## config.mk

```make
export PLATFORM = sky130hd
export DESIGN_NAME = uart_level_ctrl
export DESIGN_NICKNAME = d
export VERILOG_FILES = /design/src/rtl/uart_level_pkg.sv /design/src/rtl/level_bank.sv /design/src/rtl/uart_level_ctrl.sv
export SDC_FILE = /design/constraint.sdc
export NUM_CORES = 1
export LEC_CHECK = 0
export CAP_MARGIN = 20
export CORE_MARGIN = 2
export CORE_UTILIZATION = 51
export CTS_CLUSTER_SIZE = 12
export DETAILED_ROUTE_END_ITERATION = 16
export PLACE_DENSITY = 0.74
export SLEW_MARGIN = 20
export SYNTH_ARGS = -nofsm -noshare
export SYNTH_HDL_FRONTEND = slang
export SYNTH_SLANG_ARGS = --single-unit
```

## constraint.sdc

```tcl
create_clock -name clk -period 3.8 [get_ports clk]
set_input_delay 0.76 -clock clk [delete_from_list [all_inputs] [get_ports clk]]
set_output_delay 0.76 -clock clk [all_outputs]
set_load 0.02 [all_outputs]
```

## src/rtl/uart_level_pkg.sv

```systemverilog
`default_nettype none
// ============================================================================
// uart_level_pkg : shared FSM state type, packet constants, checksum helper
// Revision 1.0
// ============================================================================
package uart_level_pkg;

  typedef enum logic [1:0] {
    ST_IDLE     = 2'd0,
    ST_GOT_SYNC = 2'd1,
    ST_GOT_ADDR = 2'd2,
    ST_GOT_VAL  = 2'd3
  } state_t;

  localparam logic [7:0] SYNC_DEFAULT = 8'hA5;
  localparam logic [7:0] CHK_SALT     = 8'h5A;

  function automatic logic [7:0] chk(input logic [7:0] addr, input logic [7:0] val);
    return addr ^ val ^ CHK_SALT;
  endfunction

endpackage
`default_nettype wire

```

## src/rtl/level_bank.sv

```systemverilog
`default_nettype none
// ============================================================================
// level_bank : shadow level registers plus display bank loaded on commit
// Revision 1.0
// ============================================================================
module level_bank #(
  parameter int NUM_CH = 8,
  parameter int AW     = $clog2(NUM_CH)
) (
  input  logic                  clk,
  input  logic                  rst,
  input  logic                  wr_en,
  input  logic [AW-1:0]         wr_addr,
  input  logic [7:0]            wr_data,
  input  logic                  commit,
  output logic [NUM_CH*8-1:0]   levels
);

  generate
    for (genvar gi = 0; gi < NUM_CH; gi++) begin : g_ch
      logic [7:0] r_shadow;
      logic [7:0] r_disp;

      // Commit samples the pre-write shadow value, so a same-cycle write waits a frame.
      always_ff @(posedge clk) begin
        if (rst) begin
          r_shadow <= '0;
          r_disp   <= '0;
        end else begin
          if (wr_en && (wr_addr == AW'(gi)))
            r_shadow <= wr_data;
          if (commit)
            r_disp <= r_shadow;
        end
      end

      assign levels[gi*8 +: 8] = r_disp;
    end
  endgenerate

endmodule
`default_nettype wire

```

## src/rtl/uart_level_ctrl.sv

```systemverilog
`default_nettype none
// ============================================================================
// uart_level_ctrl : UART packet parser feeding a frame-synchronous level bank
// Revision 1.0
// ============================================================================
module uart_level_ctrl
  import uart_level_pkg::*;
#(
  parameter int         NUM_CH         = 8,
  parameter logic [7:0] SYNC_BYTE      = SYNC_DEFAULT,
  parameter int         TIMEOUT_CYCLES = 2000000
) (
  input  logic                  clk,
  input  logic                  rst,
  input  logic [7:0]            rx_data,
  input  logic                  rx_valid,
  input  logic                  rx_frame_err,
  input  logic                  frame_start,
  output logic [NUM_CH*8-1:0]   levels,
  output logic                  pkt_ok,
  output logic                  pkt_err,
  output logic [7:0]            err_cnt,
  output logic                  busy
);

  localparam int            AW     = $clog2(NUM_CH);
  localparam int            TW     = $clog2(TIMEOUT_CYCLES);
  localparam logic [TW-1:0] TO_MAX = TW'(TIMEOUT_CYCLES - 1);

  state_t        r_state, w_state_nxt;
  logic [7:0]    r_addr, w_addr_nxt;
  logic [7:0]    r_val, w_val_nxt;
  logic [TW-1:0] r_tcnt, w_tcnt_nxt;
  logic          r_pkt_ok, r_pkt_err;
  logic [7:0]    r_err_cnt;
  logic          w_wr_en, w_ok_evt, w_err_evt, w_addr_ok;

  assign w_addr_ok = ((r_addr >> AW) == 8'd0);

  always_ff @(posedge clk) begin
    if (rst) begin
      r_state   <= ST_IDLE;
      r_addr    <= '0;
      r_val     <= '0;
      r_tcnt    <= '0;
      r_pkt_ok  <= 1'b0;
      r_pkt_err <= 1'b0;
      r_err_cnt <= '0;
    end else begin
      r_state   <= w_state_nxt;
      r_addr    <= w_addr_nxt;
      r_val     <= w_val_nxt;
      r_tcnt    <= w_tcnt_nxt;
      r_pkt_ok  <= w_ok_evt;
      r_pkt_err <= w_err_evt;
      if (w_err_evt && (r_err_cnt != 8'hFF))
        r_err_cnt <= r_err_cnt + 8'd1;
    end
  end

  // Abort sources (frame error, timeout) only act mid-packet; a frame error beats a byte.
  always_comb begin
    w_state_nxt = r_state;
    w_addr_nxt  = r_addr;
    w_val_nxt   = r_val;
    w_tcnt_nxt  = r_tcnt;
    w_wr_en     = 1'b0;
    w_ok_evt    = 1'b0;
    w_err_evt   = 1'b0;
    if ((r_state != ST_IDLE) && rx_frame_err) begin
      w_state_nxt = ST_IDLE;
      w_tcnt_nxt  = '0;
      w_err_evt   = 1'b1;
    end else if (rx_valid) begin
      w_tcnt_nxt = '0;
      case (r_state)
        ST_IDLE: begin
          if (rx_data == SYNC_BYTE)
            w_state_nxt = ST_GOT_SYNC;
        end
        ST_GOT_SYNC: begin
          w_addr_nxt  = rx_data;
          w_state_nxt = ST_GOT_ADDR;
        end
        ST_GOT_ADDR: begin
          w_val_nxt   = rx_data;
          w_state_nxt = ST_GOT_VAL;
        end
        default: begin
          w_state_nxt = ST_IDLE;
          if ((rx_data == chk(r_addr, r_val)) && w_addr_ok) begin
            w_wr_en  = 1'b1;
            w_ok_evt = 1'b1;
          end else begin
            w_err_evt = 1'b1;
          end
        end
      endcase
    end else if (r_state != ST_IDLE) begin
      if (r_tcnt == TO_MAX) begin
        w_state_nxt = ST_IDLE;
        w_tcnt_nxt  = '0;
        w_err_evt   = 1'b1;
      end else begin
        w_tcnt_nxt = r_tcnt + 1'b1;
      end
    end else begin
      w_tcnt_nxt = '0;
    end
  end

  level_bank #(
    .NUM_CH (NUM_CH),
    .AW     (AW)
  ) u_bank (
    .clk     (clk),
    .rst     (rst),
    .wr_en   (w_wr_en),
    .wr_addr (r_addr[AW-1:0]),
    .wr_data (r_val),
    .commit  (frame_start),
    .levels  (levels)
  );

  assign pkt_ok  = r_pkt_ok;
  assign pkt_err = r_pkt_err;
  assign err_cnt = r_err_cnt;
  assign busy    = (r_state != ST_IDLE);

endmodule
`default_nettype wire

```

# --- Word-level counts from Yosys, hierarchy flattened ---
# Index checks and enable logic that the tools add are counted.
classes:
  eq_ne: 14
  n_mux: 15
  add_sub_neg: 2
  multipliers: 0
  n_div: 0
  shifts: 0
  order_cmp: 0
  bitwise: 4
  n_reduce_logical: 23
op_table:
  columns: ["operator", "n"]
  rows:
  - ["$add A21 B1 Y21 const B", 1]
  - ["$eq A21 B21 Y1 const B", 1]
  - ["$eq A3 B3 Y1 const B", 4]
  - ["$logic_and A1 B1 Y1", 11]
  - ["$mux W1", 10]
  - ["$reduce_and A3 Y1", 3]
  - ["$add A8 B1 Y8 const B", 1]
  - ["$eq A8 B8 Y1", 1]
  - ["$eq A8 B8 Y1 const B", 1]
  - ["$logic_not A8 Y1", 1]
  - ["$mux W2", 4]
  - ["$ne A8 B8 Y1 const B", 1]
  - ["$xor A8 B8 Y8", 1]
  - ["$eq A3 B2 Y1 const B", 2]
  - ["$pmux W2 S3", 1]
  - ["$reduce_bool A2 Y1", 3]
  - ["$reduce_or A5 Y1", 1]
  - ["$not A4 Y4", 1]
  - ["$eq A3 B1 Y1 const B", 1]
  - ["$logic_not A3 Y1", 1]
  - ["$ne A3 B3 Y1 const B", 1]
  - ["$reduce_or A3 Y1", 1]
  - ["$eq A2 B1 Y1 const B", 1]
  - ["$eq A2 B2 Y1 const B", 1]
  - ["3 further kinds", 4]
totals:
  mem_bits_ro: 0
  ff_bits: 177
  memories: 0
  latchBits: 0
  ramBits: 0

# --- Logic depth before layout (Yosys ltp) ---
# Gate-level depths: netlist of the first run.
logic_depth:
  word_depth: 9
  mapped_depth: 8

# --- Hierarchy ---
# Synthesis of the first run repeated with hierarchy kept, for this count alone.
unflattened:
  hier_cells: 702
  hier_area_um2: 7279.5
by_module_without_submodules:
  columns: ["mod", "n_inst", "area_each_um2", "cells_per_inst", "seq_area_each_um2"]
  rows:
  - ["level_bank", 1, 4828.4, 443, 2562.5]
  - ["uart_level_ctrl", 1, 2451.1, 259, 980.9]

# --- Worst setup path before layout of the first run ---
# No wires, ideal clock.
synth_path:
  kind: "input to register"
  start: "in rx_data[1]"
  end: "reg u_bank.g_ch[3].r_shadow[6]"
  t_arrival_ps: 2139
  setup_ps: 73
  path_buffers: 1
  required_ps: 3727
  cell_stages: 6
  slack_ps: 1589
  cell_sequence: "xor3_1 -> nand2_1 -> nor4_4 -> and3_1 -> buf_4 -> mux2i_1"
synth_between:
  elab_chain_cells: 7
synth_lines:
  columns: ["element", "line_no", "text"]
  rows:
  - ["start, declared", "uart_level_ctrl.sv:15", "input logic [7:0] rx_data,"]
  - ["$eq A8 B8 Y1", "uart_level_ctrl.sv:91", "if ((rx_data == chk(r_addr, r_val)) && w_addr_ok) begin"]
  - ["$logic_and A1 B1 Y1", "uart_level_ctrl.sv:91", null]
  - ["$mux W1", "uart_level_ctrl.sv:91", null]
  - ["$mux W1", "uart_level_ctrl.sv:76", "case (r_state)"]
  - ["$mux W1", "uart_level_ctrl.sv:74", "end else if (rx_valid) begin"]
  - ["$mux W1", "uart_level_ctrl.sv:70", "if ((r_state != ST_IDLE) && rx_frame_err) begin"]
  - ["$logic_and A1 B1 Y1", "level_bank.sv:30", "if (wr_en && (wr_addr == AW'(gi)))"]
  - ["end signal, assigned", "level_bank.sv:31", "r_shadow <= wr_data;"]
  - ["end, declared", "level_bank.sv:21", "logic [7:0] r_shadow;"]
# Every way passes these cells.
# A chain may end at the register's enable or synchronous reset.

# --- Final worst setup path of the first run ---
layout_path:
  start: "in rx_data[7]"
  end: "reg u_bank.g_ch[6].r_shadow[7]"
layout_between:
  elab_chain_cells: 7
layout_lines:
  columns: ["element", "line_no"]
  rows:
  - ["$eq A8 B8 Y1", "uart_level_ctrl.sv:91"]
  - ["$logic_and A1 B1 Y1", "uart_level_ctrl.sv:91"]
  - ["$mux W1", "uart_level_ctrl.sv:91"]
  - ["$mux W1", "uart_level_ctrl.sv:76"]
  - ["$mux W1", "uart_level_ctrl.sv:74"]
  - ["$mux W1", "uart_level_ctrl.sv:70"]
  - ["$logic_and A1 B1 Y1", "level_bank.sv:30"]
  - ["end signal, assigned", "level_bank.sv:31"]
  - ["end, declared", "level_bank.sv:21"]
# Every way passes these cells.

==> flow_metrics.tcl, run 1 <==
set metrics [dict create \
    drt-total-wl_um 15300 \
    hold_start "r_tcnt[0]" \
    worst_slew_margin_rel_pct 29.8 \
    final_common_cell "dfxtp_1" \
    layout-drive-gt1-share_pct 6.68 \
    start_kind "primary input" \
    track_usage_pct 21.6 \
    routabilityCongestion 0.838 \
    pwr_density_cell_nw_per_um2 438 \
    cts_setup_buffers 0 \
    nNetsFinal 785 \
    ys_seq_area_share_pct 50.4 \
    synthCells 693 \
    drc 0 \
    insertion_delay_ns 0.43 \
    async_flop_share_pct 0 \
    io_buffers 87 \
    first_global_vias 4941 \
    finalWorstSetupSlack_ns 0.948 \
    cp.arrival_ns 3.20 \
    worstSetupPathType "primary input to register" \
    cp-end-kind "register" \
    final.min_clock_period_ns 2.85 \
    detail_route.wl_per_cell_um 16.0 \
    clock-root-buffer "clkbuf_16" \
    maxSlewViolCount 0 \
    clock_sinks 177 \
    cts_buffer_depth 2 \
    synth_compound_area_share_pct 1.94 \
    h-tree-depth 4 \
    outcome "completed" \
    area_delta_synth_final_pct 21.9 \
    ys.flop_type "dfxtp_1" \
    die_x_um 121 \
    muxShareOfSynthArea_pct 21.9 \
    rrSetupSlack_ns 1.30 \
    fin_skew_ns 0.0132 \
    regToRegEndpoint "u_bank.g_ch[6].r_shadow[7]" \
    timing.final.hold_violations 0 \
    ir_drop_v 0.000356 \
    dr_total_vias 5028 \
    synth_area_um2 7030 \
    synth-seq-cells 177 \
    path_clk_slew_ns 0.07 \
    cap_violations 0 \
    numCtsBuffers 17 \
    tns_ns 0 \
    rsz0062_at_grt "false" \
    grt_max_degree 95 \
    place_ws_ns 0.531 \
    worst_pin_slew_ns 1.05 \
    hold_end "r_tcnt[0]" \
    drtIter0Drc 288 \
    die_area_um2 14700 \
    worstPathMaxFanout 8 \
    synth.avg_cell_area_um2 10.1 \
    ys_types 53 \
    fp.dieH_um 121 \
    synth_edf_count 0 \
    antenna_left 0 \
    coreArea_um2 13300 \
    mostFrequentLayoutCells "dfxtp_1, mux2i_1, nor2_1" \
    start_util_pct 52.7 \
    row_count 42 \
    hold_class "register to register" \
    setup_viol 0 \
    ctsResizeCount 0 \
    via_per_inst 5.26 \
    n_antenna_cell 0 \
    yosys_warnings 0 \
    synthAdderAreaFrac_pct 1.07 \
    reg2regPathDepth 5 \
    cts_tree "built" \
    ios 88 \
    p_total_w 0.00375 \
    syn_nets 712 \
    grt_pass1_wl_um 24800 \
    synth_top_family_by_area "multiplexers" \
    grt_overflow 0 \
    firstDrtPassIters 4 \
    crit_required_ns 4.15 \
    hold_depth 1 \
    rr_startpoint "r_addr[4]" \
    antenna_found_initial 0 \
    fin_crit_sh_pct 75.0 \
    postCtsHoldBufs 0 \
    cellLeakagePower_nw 3.73 \
    dpl.hpwl_um 10000 \
    synthXorXnorAreaFrac_pct 4.16 \
    yosys.area_share.simple_pct 17.6 \
    max_freq_ghz 0.351 \
]
-- area by class of cell --
cell class	instances	area (um2)
timing repair buffer	90	886
fill	1067	4770
clock buffer	21	460
clock inverter	11	153
inverter	8	30.0
multi-input combinational	472	3280
sequential	177	3540
tap	176	220
-- Yosys cell counts (all sizes together) (6+ instances only) --
cell type,instances,area [um2]
buf,7,42.5
mux2i,147,1470
dfxtp,177,3540
nand3,14,85.1
mux2,6,67.6
inv,8,30.0
ha,6,75.1
xnor2,8,70.1
clkbuf,28,126
nand4,12,75.1
nor4,6,67.6
xor2,15,131
nand2,92,345
nor2,114,428
and3,6,38.8
-- power breakdown --
part           switching [W]  internal [W]  leakage (nW)  total (W)
Sequential       0.000000351       0.00185          1.42    0.00186
Clock               0.000723       0.00108         0.302    0.00180
Combinational      0.0000615     0.0000352          2.00  0.0000967
Total               0.000785       0.00297          3.73    0.00375
-- metrics by stage --
stage	util (%)	instances	hold WS, ns	instance area [um2]
2_1_floorplan	-	693	0.426	7030
3_3_place_gp	59.6	923	0.437	7960
3_5_place_dp	59.6	923	0.455	7960
4_1_cts	64.2	955	0.464	8570
5_1_grt	64.2	955	0.478	8570
6_report	64.2	955	0.463	8570
-- cell families (layout without fill, tap and decap cells) --
group           count (synthesis)  in the layout
compound gates                 16             16
xor+xnor                       27             27
fa+ha+maj                       6              6
mux                           153            153
flops                         177            177
buf+inv                        44            130
simple gates                  270            270
-- state kept, by name, indices dropped and copies added (netlist names) --
signal / count
err_cnt: 8
pkt_err: 1
pkt_ok: 1
r_addr: 8
r_state: 2
r_tcnt: 21
r_val: 8
u_bank.g_ch.r_disp: 64
u_bank.g_ch.r_shadow: 64
-- how the worst max path moves through the flow --
stage,from,endpoint,depth (start not counted)
finish,rx_data[7],u_bank.g_ch[6].r_shadow[7],6
global route,rx_data[7],u_bank.g_ch[6].r_shadow[5],6
CTS,rx_data[7],u_bank.g_ch[4].r_shadow[5],6
detailed placement,rx_data[7],u_bank.g_ch[0].r_shadow[5],6
global placement,rx_data[0],u_bank.g_ch[0].r_shadow[3],6
floorplan,rx_data[1],u_bank.g_ch[3].r_shadow[6],6
-- per-layer routing --
| layer | global-route usage, % | routed length [um] | vias to the layer above | share of wire, % |
|---|---|---|---|---|
| li1 | - | - | 2490 | - |
| met1 | 28.2 | 7260 | 2433 | 48 |
| met2 | 34.8 | 7260 | 89 | 48 |
| met3 | 4.84 | 521 | 16 | 3.4 |
| met4 | 8.33 | 219 | 0 | 1.4 |
| met5 | 0 | 0 | - | 0 |
-- critical path, stage by stage --
cell	delay, ns
clkdlybuf4s50_1	0.52
xnor3_1	0.37
nand2_1	0.12
nor4_4	0.60
nand3b_1	0.52
mux2i_1	0.31
No activity file was read; power rests on OpenSTA's default activity.
==> run 2: changes to the inputs <==
- CORE_UTILIZATION: 51 -> 50
- PLACE_DENSITY: 0.74 -> 0.76
- clock period: 3.8 -> 2.4 ns (I/O delays scaled with it)
==> run 2 against run 1 <==
Largest power group unchanged. Cell area increased by 2.8%. Critical path type is now register to register. Clock skew is 0.0052 ns lower. Clock power rose by 44%. Largest cell class unchanged. Critical endpoint is now err_cnt[5]. Utilization shrank 0.52 points. Wire length is 1.4% lower.
==> flow_metrics.tcl, run 2 (synthesis results as in run 1) <==
set metrics [dict create \
    n_antenna_cell 0 \
    ff_latch_area_um2 3540 \
    numCtsBuffers 17 \
    cap_violations 0 \
    worstSetupPathType "register to register" \
    h-tree-depth 4 \
    outcome "completed" \
    utilization_pct 63.7 \
    rrSetupSlack_ns 0.14 \
    slowest_delay_ns 0.56 \
    drtIter0Drc 367 \
    start_util_pct 50.9 \
    final_common_cell "dfxtp_1" \
    multi_input_area_um2 3310 \
    drc 0 \
    cts_tree "built" \
    nNetsFinal 809 \
    cp.arrival_ns 2.56 \
    layout-drive-gt1-share_pct 10.2 \
    hold_class "register to register" \
    antenna_left 0 \
    die_x_um 123 \
    crit_required_ns 2.70 \
    final.min_clock_period_ns 2.26 \
    row_count 43 \
    final_cell_area_um2 8810 \
    coreArea_um2 13800 \
    tns_ns 0 \
    maxSlewViolCount 0 \
    nFillCells 1068 \
    detail_route.wl_per_cell_um 15.3 \
    fp.dieH_um 123 \
    start_kind "register" \
    insertion_delay_ns 0.42 \
    worst_slew_margin_rel_pct 61.4 \
    clock-root-buffer "clkbuf_16" \
    via_per_inst 5.21 \
    pwr_density_cell_nw_per_um2 647 \
    rsz0062_at_grt "false" \
    dr_total_vias 5126 \
    grt_overflow 0 \
    setup_viol 0 \
    routabilityCongestion 0.851 \
    reg2regPathDepth 5 \
    placed_area_um2 8210 \
    slowest_stage "or4bb_4" \
    worstPathCellList "or4bb_4 -> nor4_4 -> a31oi_4 -> a211oi_2 -> mux2_1" \
    rr_startpoint "r_tcnt[7]" \
    hold_end "u_bank.g_ch[2].r_shadow[2]" \
    io_buffers 87 \
    first_global_vias 4971 \
    die_area_um2 15000 \
    clock_sinks 177 \
    cp-end-kind "register" \
    mostFrequentLayoutCells "dfxtp_1, mux2i_1, nor2_1" \
    fin_skew_ns 0.00807 \
    hold_start "u_bank.g_ch[2].r_shadow[2]" \
    grt_max_degree 52 \
    antenna_found_initial 0 \
    hold_depth 2 \
    whs_ns 0.458 \
    cellLeakagePower_nw 3.86 \
    worst_pin_slew_ns 0.573 \
    regToRegEndpoint "err_cnt[5]" \
    timing.final.hold_violations 0 \
    ir_drop_v 0.000559 \
    firstDrtPassIters 4 \
    path_clk_slew_ns 0.06 \
    max_freq_ghz 0.443 \
    grt_pass1_wl_um 24100 \
    top_regs "u_bank.g_ch.r_disp: 64 flops, u_bank.g_ch.r_shadow: 64 flops, r_tcnt: 21 flops" \
    ios 88 \
    area_delta_synth_final_pct 25.3 \
    cts_buffer_depth 2 \
    worstPathMaxFanout 8 \
    fin_crit_sh_pct 94.0 \
    dpl.hpwl_um 10500 \
    drt-total-wl_um 15000 \
    track_usage_pct 20.7 \
]
run 2: cell count changes in the layout (fill, tap and decap cells not counted), moves of 2 or more:
cell,delta
a211oi_1,-5
a211oi_2,+5
buf_12,+6
buf_4,+18
bufinv_16,-2
clkinv_2,+2
clkinvlp_4,+2
run 2: layout make-up:
type	count	share of cell area [%]
clock buffer	20	5.07
clock inverter	12	1.24
tap	180	2.56
multi-input combinational	472	37.6
sequential	177	40.2
inverter	8	0.341
timing repair buffer	114	13.0
run 2: worst max path at each step:
stage                                            end       start  depth (start not counted)
final                                     err_cnt[5]   r_tcnt[7]                          5
after global routing                      err_cnt[4]   r_tcnt[7]                          5
after global placement                    err_cnt[4]  rx_data[0]                          7
after CTS                                       busy  r_state[0]                          4
after floorplan                           err_cnt[5]  r_tcnt[14]                          5
after detailed placement  u_bank.g_ch[3].r_shadow[7]  rx_data[1]                          8
run 2: what timing repair did:
action                                  CTS  global route
buffers inserted                          0             1
endpoints found under the setup margin    0             4
gates resized for setup                   0             8
hold buffers                              0             0
run 2: per-stage QoR:
stage          instances  total power, W  setup slack [ns]
2_1_floorplan        693         0.00312             0.303
3_3_place_gp         950         0.00317            -0.106
3_5_place_dp         950         0.00317            -0.188
4_1_cts              982         0.00574            0.0238
5_1_grt              983         0.00589            0.0604
6_report             983         0.00570             0.143
run 2: layer usage:
layer  up-vias  part of all wire [%]  routed length (um)  global-route usage [%]
li1       2549                     -                   -                       -
met1      2453                    46                6940                    26.8
met2       108                    49                7340                    33.9
met3        16                   3.6                 548                    5.20
met4         0                   1.4                 217                    6.90
met5         -                     0                   0                       0
run 2: critical path, delay by kind of cell, from the launching register on:
| kind | cells | cell delay, ns |
|---|---|---|
| simple gates | 2 | 0.95 |
| compound gates | 2 | 0.46 |
| flops | 1 | 0.38 |
| mux | 1 | 0.34 |
run 2: power by group:
| part | leakage [nW] | switching (W) | total (W) | internal (W) |
|---|---|---|---|---|
| registers | 1.42 | 0.000000447 | 0.00294 | 0.00294 |
| logic | 2.16 | 0.000102 | 0.000169 | 0.0000666 |
| clock network | 0.271 | 0.00114 | 0.00260 | 0.00146 |
==> run 3: changes to the inputs <==
- CAP_MARGIN: 20 -> 5
- SYNTH_HIERARCHICAL: not set -> 1
==> run 3 against run 2 <==
Cell count is 1.9% higher. Wire length is 4.5% higher. Clock power is 12% higher. Critical path depth is 1 higher. Die area is 3.4% higher. Sequential share of layout area is 1.6 points lower. Largest cell class unchanged. Setup slack worse by 0.052 ns.
==> flow_metrics.tcl, run 3 <==
set metrics [dict create \
    worst_slew_margin_rel_pct 52.9 \
    fin_skew_ns 0.0122 \
    worstPathCellList "clkdlybuf4s50_1 -> xor3_1 -> or4_4 -> o31a_1 -> o211ai_1 -> mux2_1" \
    detail_route.wl_per_cell_um 15.7 \
    top_regs "u_bank/g_ch.r_disp: 64 flops, u_bank/g_ch.r_shadow: 64 flops, r_tcnt: 21 flops" \
    nNetsFinal 825 \
    mostFrequentLayoutCells "dfxtp_1, mux2i_1, nor2_1" \
    hold_class "primary input to register" \
    cts_buffer_depth 2 \
    drtIter0Drc 383 \
    worstSetupPathType "primary input to register" \
    ios 88 \
    regToRegEndpoint "err_cnt[4]" \
    p_total_w 0.00606 \
    yosys_warnings 6 \
    hold_start "rx_data[5]" \
    rrSetupSlack_ns 0.12 \
    worst_pin_slew_ns 0.707 \
    final_common_cell "dfxtp_1" \
    coreArea_um2 14400 \
    synth_top_area_share_pct 48.7 \
    max_freq_ghz 0.433 \
    timing.final.hold_violations 0 \
    fp.dieH_um 125 \
    fin_crit_sh_pct 96.2 \
    synthTopCellsByCount "dfxtp_1, mux2i_1, nor2_1" \
    track_usage_pct 20.8 \
    grt_max_degree 84 \
    ys_types 50 \
    yosysTopAreaCell "dfxtp_1" \
    path_clk_slew_ns 0.06 \
    cp.arrival_ns 2.63 \
    io_buffers 87 \
    synth_edf_count 0 \
    cts_tree "built" \
    die_area_um2 15500 \
    cp-end-kind "register" \
    clock-root-buffer "clkbuf_16" \
    worstPathMaxFanout 2 \
    synth.avg_cell_area_um2 10.4 \
    drc 0 \
    crit_required_ns 2.72 \
    drt-total-wl_um 15700 \
    dr_total_vias 5206 \
    ys_top_cells_by_area "dfxtp_1, mux2i_1, nand2b_1" \
    reg2regPathDepth 8 \
    first_global_vias 5306 \
    dpl.hpwl_um 10500 \
    ys_seq_area_share_pct 48.7 \
    slowest_delay_ns 0.57 \
    async_flop_share_pct 0 \
    hold_end "r_addr[5]" \
    synthCells 702 \
    cp_num_buf_inv 1 \
    start_util_pct 50.7 \
    grt_overflow 0 \
    rr_startpoint "r_state[1]" \
    synth.most_common_cell "dfxtp_1" \
    setup_viol 0 \
    start_kind "primary input" \
    cellLeakagePower_nw 3.99 \
    antenna_left 0 \
    layout.cells.non_filler 1002 \
    outcome "completed" \
    synth_area_um2 7280 \
    cap_violations 0 \
    h-tree-depth 4 \
    hold_depth 3 \
    ys.flop_type "dfxtp_1" \
    ir_drop_v 0.000461 \
    maxSlewViolCount 0 \
    insertion_delay_ns 0.43 \
    routabilityCongestion 0.815 \
    final.min_clock_period_ns 2.31 \
    firstDrtPassIters 4 \
    numCtsBuffers 17 \
    synth-seq-cells 177 \
    via_per_inst 5.20 \
    nFillCells 1124 \
    critical_path.top_delay_family "simple AND/OR/NAND/NOR gates" \
    layout-drive-gt1-share_pct 10.4 \
    rsz0062_at_grt "false" \
    die_x_um 125 \
    syn_nets 721 \
    antenna_found_initial 1 \
    area_delta_synth_final_pct 26.0 \
    clock_sinks 177 \
    slowest_stage "or4_4" \
    post-place-cells 966 \
    grt_pass1_wl_um 26100 \
    row_count 44 \
    pwr_density_cell_nw_per_um2 661 \
]
run 3: cell families after synthesis:
family | after synthesis | synth area share (%)
DFF | 177 | 48.7
xor gates and xnor gates | 27 | 4.47
adders and majority gates | 6 | 1.03
AOI/OAI and AO/OA | 21 | 2.49
and+or+nand+nor | 267 | 19.1
muxes | 151 | 20.9
buffers and inverters | 53 | 3.33
run 3: metrics by stage:
step / TNS [ns] / hold WS (ns) / utilization, % / instance area, um2 / setup slack, ns
global placement: -23.42 / 0.422 / 58.9 / 8470 / -0.444
floorplan: 0 / 0.413 / - / 7280 / 0.122
detailed placement: -27.54 / 0.435 / 58.9 / 8470 / -0.595
CTS: 0 / 0.408 / 63.5 / 9130 / 0.0102
finish: 0 / 0.409 / 63.8 / 9170 / 0.0907
global route: 0 / 0.422 / 63.8 / 9170 / 0.0126
run 3: worst max path at each step:
stage	startpoint	endpoint	slack, ns	depth (start not counted)
after floorplan	rx_data[0]	err_cnt[4]	0.12	5
after global placement	rx_data[6]	u_bank/g_ch[1].r_shadow[2]	-0.44	10
after detailed placement	rx_data[1]	u_bank/g_ch[1].r_shadow[1]	-0.60	9
after CTS	rx_data[2]	err_cnt[5]	0.01	6
after global routing	rx_data[4]	u_bank/g_ch[0].r_shadow[0]	0.01	9
final	rx_data[0]	err_cnt[4]	0.09	6
run 3: worst reg2reg max path, cell delays in order (launching register included):
cell and delay [ns]:
dfxtp_1 0.41, inv_1 0.09, ha_1 0.24, or2_2 0.32
buf_4 0.14, o41ai_1 0.39, buf_4 0.19, o211ai_1 0.08
mux2_1 0.31
run 3: routing by layer:
layer | GRT usage, % | routed length [um]
met1 | 25.0 | 7000
met2 | 35.5 | 7850
met3 | 5.58 | 636
met4 | 7.87 | 237
met5 | 0 | 0
run 3: final cells by class:
cell class | instances | area [um2] | area share, %
repair buffers | 132 | 1220 | 13.3
inverters | 6 | 22.5 | 0.246
well taps | 184 | 230 | 2.51
clock inverters | 5 | 125 | 1.36
multi-input cells | 472 | 3530 | 38.5
clock buffers | 25 | 495 | 5.40
diodes | 1 | 2.50 | 0.0273
flip-flops and latches | 177 | 3540 | 38.6
run 3: power breakdown:
part,total (W),internal (W),switching [W]
Clock,0.00292,0.00184,0.00108
Combinational,0.000195,0.0000954,0.0000995
Sequential,0.00295,0.00294,0.00000730
Total,0.00606,0.00488,0.00119
run 3: repair_timing:
item	in CTS	in global routing
setup buffers	2	3
hold buffers	0	0
gates resized for setup	6	5
setup endpoints to repair	9	38
pin swaps	3	6
